`config.mk`:
```
export PLATFORM = sky130hd
export DESIGN_NAME = alu_issue_stage_flat
export DESIGN_NICKNAME = d
export VERILOG_FILES = /design/src/rtl/alu_pkg.sv /design/src/rtl/alu_issue_stage_if.sv /design/src/rtl/alu_ctrl_decode.sv /design/src/rtl/alu_issue_stage.sv /design/src/flat_wrapper.sv
export SDC_FILE = /design/constraint.sdc
export NUM_CORES = 1
export LEC_CHECK = 0
export ABC_AREA = 1
export BUFFER_PORTS_ARGS = -buffer_cell sky130_fd_sc_hd__buf_2
export CORE_MARGIN = 2
export CORE_UTILIZATION = 52
export CTS_CLUSTER_SIZE = 28
export DETAILED_ROUTE_END_ITERATION = 16
export PLACE_DENSITY = 0.8
export SLEW_MARGIN = 20
export SYNTH_ARGS = -nofsm -noshare
export SYNTH_HDL_FRONTEND = slang
export SYNTH_SLANG_ARGS = --single-unit
```
`constraint.sdc`:
```
create_clock -name clk -period 10 [get_ports clk]
set_input_delay 1 -clock clk [delete_from_list [all_inputs] [get_ports clk]]
set_output_delay 1 -clock clk [all_outputs]
set_load 0.05 [all_outputs]
```
`src/rtl/alu_pkg.sv`:
```
// Shared ALU control constants and the issue-stage buffer entry type.
package alu_pkg;

    localparam int unsigned ALU_DATA_W = 64;
    localparam int unsigned ALU_OPC_W  = 11;

    // ALU select encodings
    localparam logic [3:0] ALU_AND = 4'b0000;
    localparam logic [3:0] ALU_OR  = 4'b0001;
    localparam logic [3:0] ALU_ADD = 4'b0010;
    localparam logic [3:0] ALU_SUB = 4'b0110;

    // ALUOp from main control
    typedef enum logic [1:0] {
        AluOpLdSt  = 2'b00,
        AluOpCbz   = 2'b01,
        AluOpRType = 2'b10,
        AluOpRsvd  = 2'b11
    } alu_op_e;

    // R-type opcode field, instr[31:21]
    localparam logic [10:0] OPC_ADD = 11'b10001011000;
    localparam logic [10:0] OPC_SUB = 11'b11001011000;
    localparam logic [10:0] OPC_AND = 11'b10001010000;
    localparam logic [10:0] OPC_ORR = 11'b10101010000;

    typedef struct packed {
        logic [3:0]            select;
        logic                  illegal;
        logic [ALU_DATA_W-1:0] input1;
        logic [ALU_DATA_W-1:0] input2;
    } issue_entry_t;

endpackage

```
`src/rtl/alu_issue_stage_if.sv`:
```
// Upstream (decode) and downstream (ALU) handshake bundle of the ALU issue stage.
interface alu_issue_stage_if #(
    parameter int unsigned DATA_W = 64,
    parameter int unsigned OPC_W  = 11
);
    logic              in_valid;
    logic              in_ready;
    logic [1:0]        in_alu_op;
    logic [OPC_W-1:0]  in_opcode;
    logic [DATA_W-1:0] in_rs1;
    logic [DATA_W-1:0] in_rs2;
    logic [DATA_W-1:0] in_imm;
    logic              in_use_imm;
    logic              out_valid;
    logic              out_ready;
    logic [3:0]        select;
    logic [DATA_W-1:0] input1;
    logic [DATA_W-1:0] input2;
    logic              illegal;

    // Environment side: presents ops, consumes ALU outputs
    modport master (
        output in_valid, in_alu_op, in_opcode, in_rs1, in_rs2, in_imm, in_use_imm, out_ready,
        input  in_ready, out_valid, select, input1, input2, illegal
    );

    // Issue stage side
    modport slave (
        input  in_valid, in_alu_op, in_opcode, in_rs1, in_rs2, in_imm, in_use_imm, out_ready,
        output in_ready, out_valid, select, input1, input2, illegal
    );
endinterface

```
`src/rtl/alu_ctrl_decode.sv`:
```
// Combinational LEGv8 ALU control: (ALUOp, opcode) -> 4-bit ALU select plus illegal flag.
module alu_ctrl_decode
    import alu_pkg::*;
#(
    parameter int unsigned OPC_W = ALU_OPC_W
) (
    input  logic [1:0]       alu_op,
    input  logic [OPC_W-1:0] opcode,
    output logic [3:0]       select,
    output logic             illegal
);

    always_comb begin
        select  = ALU_AND;
        illegal = 1'b0;
        unique case (alu_op_e'(alu_op))
            AluOpLdSt: select = ALU_ADD;
            AluOpCbz:  select = ALU_SUB;
            AluOpRType: begin
                if (opcode == OPC_W'(OPC_ADD)) begin
                    select = ALU_ADD;
                end else if (opcode == OPC_W'(OPC_SUB)) begin
                    select = ALU_SUB;
                end else if (opcode == OPC_W'(OPC_AND)) begin
                    select = ALU_AND;
                end else if (opcode == OPC_W'(OPC_ORR)) begin
                    select = ALU_OR;
                end else begin
                    illegal = 1'b1;
                end
            end
            default: illegal = 1'b1;
        endcase
    end

endmodule

```
`src/rtl/alu_issue_stage.sv`:
```
// ALU issue stage: decodes ALU control and registers operands through a 2-entry skid buffer.
// Optional build macro ALU_ISSUE_ILLEGAL_DROP_EN: drop illegal ops and flag them on illegal_seen.
module alu_issue_stage
    import alu_pkg::*;
#(
    parameter int unsigned DATA_W = ALU_DATA_W,
    parameter int unsigned OPC_W  = ALU_OPC_W
) (
    input  logic              clk,
    input  logic              rst,
    alu_issue_stage_if.slave  bus
`ifdef ALU_ISSUE_ILLEGAL_DROP_EN
    ,
    output logic              illegal_seen
`endif
);

    logic [3:0]        dec_select;
    logic              dec_illegal;
    logic [DATA_W-1:0] op_b;
    issue_entry_t      new_entry;

    issue_entry_t main_q, main_d;
    issue_entry_t skid_q, skid_d;
    logic         main_valid_q, main_valid_d;
    logic         skid_valid_q, skid_valid_d;
    logic         in_ready_q, in_ready_d;

    logic accept, xfer, write;

    alu_ctrl_decode #(
        .OPC_W (OPC_W)
    ) u_decode (
        .alu_op  (bus.in_alu_op),
        .opcode  (bus.in_opcode),
        .select  (dec_select),
        .illegal (dec_illegal)
    );

    assign op_b = bus.in_use_imm ? bus.in_imm : bus.in_rs2;

    always_comb begin
        new_entry         = '0;
        new_entry.select  = dec_select;
        new_entry.illegal = dec_illegal;
        new_entry.input1  = bus.in_rs1;
        new_entry.input2  = op_b;
    end

    assign accept = bus.in_valid && in_ready_q;
    assign xfer   = main_valid_q && bus.out_ready;

`ifdef ALU_ISSUE_ILLEGAL_DROP_EN
    // Illegal ops complete the input handshake but never occupy storage
    assign write = accept && !dec_illegal;
`else
    assign write = accept;
`endif

    // Drain first, then fill the lowest free slot: keeps ONE->ONE at full throughput
    always_comb begin
        main_d       = main_q;
        skid_d       = skid_q;
        main_valid_d = main_valid_q;
        skid_valid_d = skid_valid_q;
        if (xfer) begin
            if (skid_valid_q) begin
                main_d       = skid_q;
                skid_valid_d = 1'b0;
            end else begin
                main_valid_d = 1'b0;
            end
        end
        if (write) begin
            if (!main_valid_d) begin
                main_d       = new_entry;
                main_valid_d = 1'b1;
            end else begin
                skid_d       = new_entry;
                skid_valid_d = 1'b1;
            end
        end
        in_ready_d = !skid_valid_d;
    end

    always_ff @(posedge clk or posedge rst) begin
        if (rst) begin
            main_q       <= '0;
            skid_q       <= '0;
            main_valid_q <= 1'b0;
            skid_valid_q <= 1'b0;
            in_ready_q   <= 1'b1;
        end else begin
            main_q       <= main_d;
            skid_q       <= skid_d;
            main_valid_q <= main_valid_d;
            skid_valid_q <= skid_valid_d;
            in_ready_q   <= in_ready_d;
        end
    end

`ifdef ALU_ISSUE_ILLEGAL_DROP_EN
    logic illegal_seen_q;

    always_ff @(posedge clk or posedge rst) begin
        if (rst) begin
            illegal_seen_q <= 1'b0;
        end else if (accept && dec_illegal) begin
            illegal_seen_q <= 1'b1;
        end
    end

    assign illegal_seen = illegal_seen_q;
    assign bus.illegal  = 1'b0;
`else
    assign bus.illegal  = main_q.illegal;
`endif

    assign bus.in_ready  = in_ready_q;
    assign bus.out_valid = main_valid_q;
    assign bus.select    = main_q.select;
    assign bus.input1    = main_q.input1;
    assign bus.input2    = main_q.input2;

endmodule

```
`src/flat_wrapper.sv`:
```
// flat-port wrapper written by rule: the top's interface ports become plain ports
module alu_issue_stage_flat import alu_pkg::*;
#(
    parameter int unsigned DATA_W = ALU_DATA_W,
    parameter int unsigned OPC_W  = ALU_OPC_W
)
  (clk, rst, bus_in_valid, bus_in_alu_op, bus_in_opcode, bus_in_rs1, bus_in_rs2, bus_in_imm, bus_in_use_imm, bus_out_ready, bus_in_ready, bus_out_valid, bus_select, bus_input1, bus_input2, bus_illegal);
  alu_issue_stage_if #(.DATA_W(DATA_W), .OPC_W(OPC_W)) bus_i ();
  input  logic clk;
  input  logic rst;
  input wire logic [$bits(bus_i.in_valid)-1:0] bus_in_valid;
  input wire logic [$bits(bus_i.in_alu_op)-1:0] bus_in_alu_op;
  input wire logic [$bits(bus_i.in_opcode)-1:0] bus_in_opcode;
  input wire logic [$bits(bus_i.in_rs1)-1:0] bus_in_rs1;
  input wire logic [$bits(bus_i.in_rs2)-1:0] bus_in_rs2;
  input wire logic [$bits(bus_i.in_imm)-1:0] bus_in_imm;
  input wire logic [$bits(bus_i.in_use_imm)-1:0] bus_in_use_imm;
  input wire logic [$bits(bus_i.out_ready)-1:0] bus_out_ready;
  output wire logic [$bits(bus_i.in_ready)-1:0] bus_in_ready;
  output wire logic [$bits(bus_i.out_valid)-1:0] bus_out_valid;
  output wire logic [$bits(bus_i.select)-1:0] bus_select;
  output wire logic [$bits(bus_i.input1)-1:0] bus_input1;
  output wire logic [$bits(bus_i.input2)-1:0] bus_input2;
  output wire logic [$bits(bus_i.illegal)-1:0] bus_illegal;
  assign bus_i.in_valid = bus_in_valid;
  assign bus_i.in_alu_op = bus_in_alu_op;
  assign bus_i.in_opcode = bus_in_opcode;
  assign bus_i.in_rs1 = bus_in_rs1;
  assign bus_i.in_rs2 = bus_in_rs2;
  assign bus_i.in_imm = bus_in_imm;
  assign bus_i.in_use_imm = bus_in_use_imm;
  assign bus_i.out_ready = bus_out_ready;
  assign bus_in_ready = bus_i.in_ready;
  assign bus_out_valid = bus_i.out_valid;
  assign bus_select = bus_i.select;
  assign bus_input1 = bus_i.input1;
  assign bus_input2 = bus_i.input2;
  assign bus_illegal = bus_i.illegal;
  alu_issue_stage #(.DATA_W(DATA_W), .OPC_W(OPC_W)) u_core (.clk(clk), .rst(rst), .bus(bus_i));
endmodule
```
==> results.md <==
* Status: finished clean
* Yosys top cell by area: dfrtp_1
* Initial antenna violation count at 0
* Ys async rst share at 100%
* Synth cell types at 25
* Final worst clock skew at 0.0204 ns
* CP bufs+invs at 3
* Post-CTS Resized at 0
* Worst slew margin at 31.5%
* Inserted Clock Buffers at 28
* Post-CTS Setup Inserts at 0
* Fmax at 338 MHz
* Final non-filler cell total at 2092
* Post-route minimum period at 2.96 ns
* Syn avg cell area at 8.04 um^2
* Setup_tns at 0 ns
* Clk network pwr share at 19.4%
* Ant diodes at 0
* Sequential Area at 6710 um^2
* Maximum VDD drop at 0.238 mV
* Share of layout cells above drive strength 1 at 23.0%
* Die H at 156 um
* First-pass GRT wire length at 49.4 mm
* DP Wirelength at 19.9 mm
* RSZ-0062 raised after global routing: no
* Io pins at 345
* Synth cell count leaders: nand2_1, dfrtp_1, o21ai_0
* Final Hold Viols at 0
* Top-area cell type share of the netlist area at 55.5%
* PortBufs at 344
* Grt ovf at 0
* Mapped Cells at 1498
* Sequential Power Share at 35.6%
* Slowest stage delay, CP at 0.83 ns
* Placer Congestion at 0.782
* Startpoint Class: input pin
* Max clock buf depth at 3
* Fin nets at 1995
* Crit path capture type: register
* Clk sinks at 268
* Row Count at 55
* Crit-path max FO at 102
* Max Slew Vio Count at 0
* Max Cap Violations at 0
* Seq cells post-synth at 268
* Number of global-route vias before repair at 10300
* WS Path Type: in2reg
* Power Dens Cells at 361 nW/um^2
* CTS root buffer: clkbuf_16
* Total routed wirelength at 30.7 mm
* Pint at 2770 uW
* CP required at 10.43 ns
* Cell Chain, Critical Path: buf_2, nand2_1, nor2_4, buf_4, buf_4, o21ai_0, o21ai_0
* TritonCTS clock tree: yes
* Post-route ant nets at 0
* Psw at 2490 uW
* Hold Path Class: reg2reg
* Fill count at 1867
* CP top delay family: buffers and inverters
* Cts hold-fix bufs at 0
* Data arrival time of the worst path at 3.39 ns
* Pin count of the biggest net entering global routing at 131
* Final setup fails at 0
* Most common cell in the netlist: nand2_1
* Area Overhead vs Synth at 21.2%
* Worst slew pin tran at 1.03 ns
* 1st-iter DRT viols at 790
* Number of placed instances, taps included at 2040
* Drt pass-1 iters at 5
* Period utilization at 29.6%
* Starting Density at 53.0%
* Lkg Pwr at 0.00762 uW
* Post-synth EDFFs at 0
* Wire length per cell at 14.7 um
* # DRC at 0
* Vias/cell at 5.21
* Main flop type after synthesis: dfrtp_1
* Post-Syn Nets at 1708
* Die X at 156 um
* Top post-synthesis cells by area: dfrtp_1, nand2_1, o21ai_0, inv_1, nor2_1
* Area occupied by multi-input gates at 4390 um^2
* Warnings, synthesis at 0
* Worst skew pair latency at 0.54 ns
* CP max stage cell: buf_4
* Net Sw Frac at 47.3%
* H-tree lvl count at 1
* Seq/Total Area, Yosys at 55.7%
* Combinational Power Share at 45.0%
* Gr usage total at 24.6%
* Core area at 22700 um^2
* DR vias at 10900
* Die area at 24400 um^2
* CTS clk-pin slew, worst paths at 0.06 ns
* Syn Std Cell Area at 12000 um^2
## layout make-up
| class | instances | share of cell area [%] |
|---|---|---|
| Sequential cell | 268 | 46.0 |
| Tap cell | 285 | 2.44 |
| Clock buffer | 37 | 5.52 |
| Timing Repair Buffer | 354 | 12.3 |
| Inverter | 108 | 2.86 |
| Multi-Input combinational cell | 1025 | 30.1 |
| Clock inverter | 15 | 0.763 |
## layout by cell type (no fill, tap or decap), drive strengths merged
cell	instances
a21oi	3
a31oi	32
buf	354
bufinv	1
clkbuf	37
clkinv	10
clkinvlp	3
dfrtp	267
dfstp	1
inv	109
nand2	611
nand3	5
nand4	3
nor2	78
nor3	2
o211ai	1
o21ai	257
o22ai	32
or2	1
## through the flow
step	hold WS (ns)	power [uW]	area [um^2]	utilization, %	setup slack, ns
after CTS	0.460	5290	14600	64.2	7.12
after floorplan	0.419	3670	12000	-	1.62
after detailed placement	0.452	4250	13700	60.2	6.56
final	0.460	5270	14600	64.3	7.04
after global routing	0.484	5590	14600	64.3	6.87
after global placement	0.442	4170	13700	60.2	6.64
## worst paths after layout
| path | end | start | slack [ns] | depth (start not counted) |
|---|---|---|---|---|
| max | u_core.bus.input2[29] | bus_out_ready | 7.04 | 7 |
| min | u_core.bus.in_ready | u_core.skid_valid_q | 0.46 | 1 |
| max reg2reg | u_core.bus.input2[29] | u_core.bus.out_valid | 7.15 | 6 |
| min reg2reg | u_core.bus.in_ready | u_core.skid_valid_q | 0.46 | 1 |
| max in group asynchronous | u_core.bus.input1[56] | rst | 7.96 | 3 |
| min in group asynchronous | u_core.bus.input2[3] | rst | 0.63 | 2 |
## sequential cells by signal (all words and copies together) (netlist names)
name	flops
u_core.bus.illegal	1
u_core.bus.in_ready	1
u_core.bus.input1	64
u_core.bus.input2	64
u_core.bus.out_valid	1
u_core.bus.select	4
u_core.skid_q	132
u_core.skid_valid_q	1
## cell families (layout without fill, tap and decap cells)
kind of cell | count (synthesis) | count (layout) | share of synthesized area [%]
compound gates | 325 | 325 | 14.2
buf+inv | 205 | 514 | 7.80
flops | 268 | 268 | 55.7
simple gates | 700 | 700 | 22.3
## power by group through the flow
stage / clock network, uW / logic [uW] / registers [uW]
after floorplan: 0 / 878 / 2790
after global placement: 0 / 2300 / 1870
after detailed placement: 0 / 2370 / 1880
after CTS: 1040 / 2380 / 1870
after global routing: 1080 / 2580 / 1930
final: 1020 / 2370 / 1870
## metal layers
| layer | vias up | track usage (%) | routed length (um) |
|---|---|---|---|
| li1 | 5322 | - | - |
| met1 | 5085 | 33.5 | 13300 |
| met2 | 450 | 41.0 | 14500 |
| met3 | 51 | 4.44 | 2300 |
| met4 | 0 | 6.82 | 679 |
| met5 | - | 0 | 0 |
Power figures use the tool's default switching activity.
